===== src/rtl/sample_decim_pkg.sv =====
// Shared constants for the sample_decim decimator: mode encodings,
// default widths and the shift-port width.
package sample_decim_pkg;

    localparam logic MODE_PICK = 1'b0;
    localparam logic MODE_AVG  = 1'b1;

    localparam int DEF_DATA_W  = 10;
    localparam int DEF_RATIO_W = 8;
    localparam int SHIFT_W     = 5;

endpackage


===== src/rtl/sample_decim_ctr.sv =====
// Frame counter for sample_decim: latches the ratio at frame start (0 maps
// to 1) and flags the first and last accepted sample of each frame.
module sample_decim_ctr
    import sample_decim_pkg::*;
#(
    parameter int RATIO_W = DEF_RATIO_W
) (
    input  logic               clk,
    input  logic               rst,
    input  logic               i_en,
    input  logic               i_accept,
    input  logic [RATIO_W-1:0] i_ratio,
    output logic               o_first_acc,
    output logic               o_last_acc
);

    logic [RATIO_W-1:0] r_cnt;
    logic [RATIO_W-1:0] r_ratio_q;
    logic [RATIO_W-1:0] w_ratio_map;
    logic [RATIO_W-1:0] w_ratio_eff;

    // The first accept of a frame must already use the incoming ratio,
    // otherwise ratio 1 frames would need an extra accept to complete.
    always_comb begin
        w_ratio_map = (i_ratio == '0) ? RATIO_W'(1) : i_ratio;
        w_ratio_eff = (r_cnt == '0) ? w_ratio_map : r_ratio_q;
    end

    assign o_first_acc = i_accept && (r_cnt == '0);
    assign o_last_acc  = i_accept && (r_cnt == w_ratio_eff - RATIO_W'(1));

    // NOTE: sequential state uses non-blocking assignments so every register
    // samples pre-edge values regardless of statement order.
    always_ff @(posedge clk or posedge rst) begin
        if (rst) begin
            r_cnt     <= '0;
            r_ratio_q <= '0;
        end else if (!i_en) begin
            r_cnt <= '0;
        end else if (i_accept) begin
            if (o_first_acc) begin
                r_ratio_q <= w_ratio_map;
            end
            r_cnt <= o_last_acc ? '0 : r_cnt + RATIO_W'(1);
        end
    end

endmodule


===== src/rtl/sample_decim.sv =====
// Runtime-configurable pick/average decimator for the ADC sample path.
// Optional macro SAMPLE_DECIM_SAT_EN saturates average results instead of wrapping.
module sample_decim
    import sample_decim_pkg::*;
#(
    parameter int DATA_W  = DEF_DATA_W,
    parameter int RATIO_W = DEF_RATIO_W
) (
    input  logic               clk,
    input  logic               rst,
    input  logic               en,
    input  logic [RATIO_W-1:0] ratio,
    input  logic               mode,
    input  logic [SHIFT_W-1:0] shift,
    input  logic               din_valid,
    input  logic [DATA_W-1:0]  din,
    output logic               dout_valid,
    output logic [DATA_W-1:0]  dout,
    output logic               sat_flag
);

    localparam int ACC_W = DATA_W + RATIO_W;

    logic               w_accept;
    logic               w_first;
    logic               w_last;
    logic               w_mode_eff;
    logic [SHIFT_W-1:0] w_shift_eff;
    logic [ACC_W-1:0]   w_sum;
    logic [DATA_W-1:0]  w_avg;
    logic               w_sat;
`ifdef SAMPLE_DECIM_SAT_EN
    logic [ACC_W-1:0]   w_shifted;
`endif

    logic               r_mode_q;
    logic [SHIFT_W-1:0] r_shift_q;
    logic [ACC_W-1:0]   r_acc;
    logic               r_dout_valid;
    logic [DATA_W-1:0]  r_dout;
    logic               r_sat;

    assign w_accept = en && din_valid;

    sample_decim_ctr #(
        .RATIO_W (RATIO_W)
    ) u_ctr (
        .clk         (clk),
        .rst         (rst),
        .i_en        (en),
        .i_accept    (w_accept),
        .i_ratio     (ratio),
        .o_first_acc (w_first),
        .o_last_acc  (w_last)
    );

    // NOTE: every signal driven here gets a value on every path, so no
    // latches are inferred.
    always_comb begin
        w_mode_eff  = w_first ? mode  : r_mode_q;
        w_shift_eff = w_first ? shift : r_shift_q;
        w_sum       = (w_first ? '0 : r_acc) + ACC_W'(din);
`ifdef SAMPLE_DECIM_SAT_EN
        w_shifted = w_sum >> w_shift_eff;
        w_sat     = |w_shifted[ACC_W-1:DATA_W];
        w_avg     = w_sat ? '1 : w_shifted[DATA_W-1:0];
`else
        w_sat = 1'b0;
        w_avg = DATA_W'(w_sum >> w_shift_eff);
`endif
    end

    always_ff @(posedge clk or posedge rst) begin
        if (rst) begin
            r_mode_q  <= MODE_PICK;
            r_shift_q <= '0;
            r_acc     <= '0;
        end else if (!en) begin
            r_acc <= '0;
        end else if (w_accept) begin
            if (w_first) begin
                r_mode_q  <= mode;
                r_shift_q <= shift;
            end
            if (w_mode_eff == MODE_AVG) begin
                r_acc <= w_sum;
            end
        end
    end

    // Data and flag only change on a completed frame and hold otherwise.
    always_ff @(posedge clk or posedge rst) begin
        if (rst) begin
            r_dout_valid <= 1'b0;
            r_dout       <= '0;
            r_sat        <= 1'b0;
        end else begin
            r_dout_valid <= w_last;
            if (w_last) begin
                r_dout <= (w_mode_eff == MODE_AVG) ? w_avg : din;
                r_sat  <= (w_mode_eff == MODE_AVG) && w_sat;
            end
        end
    end

    assign dout_valid = r_dout_valid;
    assign dout       = r_dout;
    assign sat_flag   = r_sat;

endmodule


===== config.mk =====
export PLATFORM = sky130hd
export DESIGN_NAME = sample_decim
export DESIGN_NICKNAME = d
export VERILOG_FILES = /design/src/rtl/sample_decim_pkg.sv /design/src/rtl/sample_decim_ctr.sv /design/src/rtl/sample_decim.sv
export SDC_FILE = /design/constraint.sdc
export NUM_CORES = 1
export LEC_CHECK = 0
export CAP_MARGIN = 20
export CORE_ASPECT_RATIO = 1.2
export CORE_MARGIN = 4
export CORE_UTILIZATION = 50
export CTS_CLUSTER_DIAMETER = 60
export CTS_CLUSTER_SIZE = 30
export DETAILED_ROUTE_END_ITERATION = 16
export PLACE_DENSITY = 0.7
export SLEW_MARGIN = 40
export SYNTH_ARGS = -nofsm -noshare
export SYNTH_HDL_FRONTEND = slang
export SYNTH_SLANG_ARGS = --single-unit

===== constraint.sdc =====
create_clock -name clk -period 5.85 [get_ports clk]
set_clock_uncertainty 0.2 [all_clocks]
set_input_delay 1.17 -clock clk [delete_from_list [all_inputs] [get_ports clk]]
set_output_delay 1.17 -clock clk [all_outputs]
set_load 0.02 [all_outputs]

==> results of run 1 <==
-- worst max path at each step --
| stage | startpoint | endpoint | slack (ns) |
|---|---|---|---|
| after floorplan | en | dout[4] | 0.30 |
| after global placement | en | dout[5] | 0.10 |
| after detailed placement | din_valid | dout[5] | 0.05 |
| after CTS | en | dout[5] | 0.37 |
| after global routing | din_valid | dout[5] | 0.02 |
| final | en | dout[5] | 0.20 |
-- logic make-up after synthesis --
group / Yosys count / synth area share [%]
compound gates: 196 / 28.47
xor+xnor: 16 / 2.953
fa+ha+maj: 14 / 3.849
buf+inv: 58 / 5.272
flops: 51 / 26.89
mux: 26 / 5.879
other cells: 1 / 0.07902
simple gates: 252 / 26.60
-- layout make-up --
class / count / area (um2)
Clock buffer: 5 / 68.82
Clock inverter: 3 / 43.79
Fill cell: 847 / 3791
Inverter: 24 / 91.34
Multi-Input combinational cell: 505 / 3224
Sequential cell: 51 / 1276
Tap cell: 120 / 150.1
Timing Repair Buffer: 58 / 530.5
-- routing by layer --
layer | global-route usage (%) | routed length [um] | up-vias
li1 | - | - | 2332
met1 | 36.30 | 6501 | 2365
met4 | 10.02 | 517 | 0
met5 | 0 | 0 | -
met2 | 49.91 | 7881 | 232
met3 | 4.144 | 1079 | 47
-- tightest hold or removal path: stages, from the launching register on --
cell and delay [ns]:
dfrtp_1 0.36, nand2_1 0.05, o21ai_0 0.06
-- synth_stat cells (8+ instances only) --
cell type / instances / share of area (%)
nand3_1: 20 / 2.1
a21oi_1: 41 / 4.3
a21o_1: 8 / 1.3
mux2i_1: 20 / 4.2
nand2b_1: 11 / 1.5
o211ai_1: 12 / 1.9
o21ai_0: 28 / 3.0
inv_1: 22 / 1.7
ha_1: 13 / 3.4
nand4_1: 10 / 1.3
dfrtp_1: 51 / 27
clkbuf_1: 22 / 1.7
a21boi_0: 9 / 1.4
o21a_1: 8 / 1.3
nor2_1: 35 / 2.8
and3_1: 9 / 1.2
xnor2_1: 11 / 2.0
nor3_1: 16 / 1.7
nand2_1: 92 / 7.3
a31oi_1: 17 / 2.2
and2_1: 22 / 2.9
-- registers in the layout (all words and copies together) (netlist names) --
register / flops
u_ctr.r_cnt: 8
r_shift_q: 5
r_acc: 18
dout: 10
r_mode_q: 1
dout_valid: 1
u_ctr.r_ratio_q: 8
-- where the power goes --
| part | switching (mW) | internal, mW |
|---|---|---|
| logic | 0.596 | 0.379 |
| clock network | 0.140 | 0.128 |
| registers | 0.0847 | 0.420 |
-- stage by stage --
stage / power, mW / util, % / cells / setup slack (ns)
3_5_place_dp: 1.464 / 57.46 / 758 / 0.04618
2_1_floorplan: 1.162 / - / 614 / 0.2973
6_report: 1.748 / 58.69 / 766 / 0.1978
4_1_cts: 1.733 / 58.69 / 766 / 0.3738
5_1_grt: 1.855 / 58.69 / 766 / 0.02123
3_3_place_gp: 1.466 / 57.40 / 758 / 0.1032
==> flow_metrics.tcl, run 1 <==
set metrics [dict create \
    ys_ff_latch 51 \
    die_h_um 114.7 \
    path_class "input port to register" \
    layout_common_cells "nand2_1 (92), dfrtp_1 (51), a21oi_1 (41)" \
    drtIter0Drc 573 \
    globalRouteTotalUtil_pct 28.58 \
    synth_area_mm2 0.004746 \
    wl_per_cell_um 20.86 \
    cp_max_fo 17 \
    synth_fp_nets 656 \
    grt_pass1_vias 4671 \
    finalSetupViolCount 0 \
    rows 38 \
    rsz0062_at_grt "no" \
    yosys.cell_types.count 79 \
    start_util_pct 51.72 \
    nets 687 \
    grt-ovfl-total 0 \
    tightest_slew_ns 0.7796 \
    cp.arrival_ns 5.71 \
    fin_area_mm2 0.005385 \
    yosysWarningCount 0 \
    synth-main-ff-cell "dfrtp_1" \
    worst_hold_path.endpoint "u_ctr.r_ratio_q[0]" \
    syn_avg_cell_area_um2 7.729 \
    cts_max_path_buffers 2 \
    max_freq_mhz 176.9 \
    cts-root-buf "clkbuf_8" \
    clk_latency_ns 0.33 \
    slew_viol_final 0 \
    fin_crit_ns 5.652 \
    setup-tns-final_ns 0 \
    clkTransAtPathRegs_ns 0.11 \
    crit_family "compound AO/OA/AOI/OAI gates" \
    insertedDiodeCount 0 \
    crit_chain "clkdlybuf4s50_1, and2_1, nand3_1, buf_4, and2_1, ha_1, nand3_1, a211o_1, o21ai_0, nand3_1, mux2i_1, nand3_1, o311ai_1, o311ai_1, a31oi_1" \
    dp_hpwl_um 12120 \
    endpoint_kind "register" \
    viasPerCell 6.496 \
    crit_top_cell "nand3_1" \
    vias 4976 \
    status "finished, final reports clean" \
    r2r-start "u_ctr.r_cnt[0]" \
    rrSetupSlack_ns 0.61 \
    totalWireLength_um 15980 \
    cts_made_buffers 5 \
    slew_headroom_pct 47.63 \
    min_from "u_ctr.r_ratio_q[0]" \
    max_stage_delay_ns 0.50 \
    p_leak_nw 2.214 \
    io_pins 40 \
    hold_buffers 0 \
    die_area_mm2 0.01112 \
    hold_depth 2 \
    critPathBufInv 2 \
    cap_violations 0 \
    htree_levels 2 \
    finalHoldViolations 0 \
    crit_required_ns 5.91 \
    synth_seq_area_share_pct 26.89 \
    final_common_cell "nand2_1" \
    holdWs_ns 0.3057 \
    timing.final.crit_share_pct 96.62 \
    cp.depth 15 \
    cp_slowest_cell "mux2i_1" \
    clock_sinks 51 \
    rr_worst_depth 17 \
    start_kind "input port" \
    final_antenna_net_count 0 \
    grt_max_degree 52 \
    grt_pass1_wl_um 25410 \
    die_w_um 96.94 \
    dpl-instance-area_mm2 0.005273 \
    timing.rr.end "dout[5]" \
    first_pass_iters 6 \
    netlist_instances 614 \
    cts_resized 0 \
    vdd_drop_max_mv 0.1308 \
    cts_setup_buffers 0 \
    min_path_type "register to register" \
    power_density_mw_per_mm2 324.6 \
    drc 0 \
    syn_to_final_growth_pct 13.47 \
    antenna_found_initial 0 \
    core_mm2 0.009176 \
    synthArstFlopShare_pct 100.0 \
    cts_tree "built" \
    port_buffers 38 \
    place_congestion 0.9915 \
    layout-drive-gt1-share_pct 7.430 \
    synth_edf_count 0 \
]
No activity file was read; power rests on OpenSTA's default activity.
==> run 2, diff against run 1 <==
- CTS_CLUSTER_DIAMETER: 60 -> unset
==> results of run 2 <==
Final layout, timing and power as in run 1 (identical DEF).
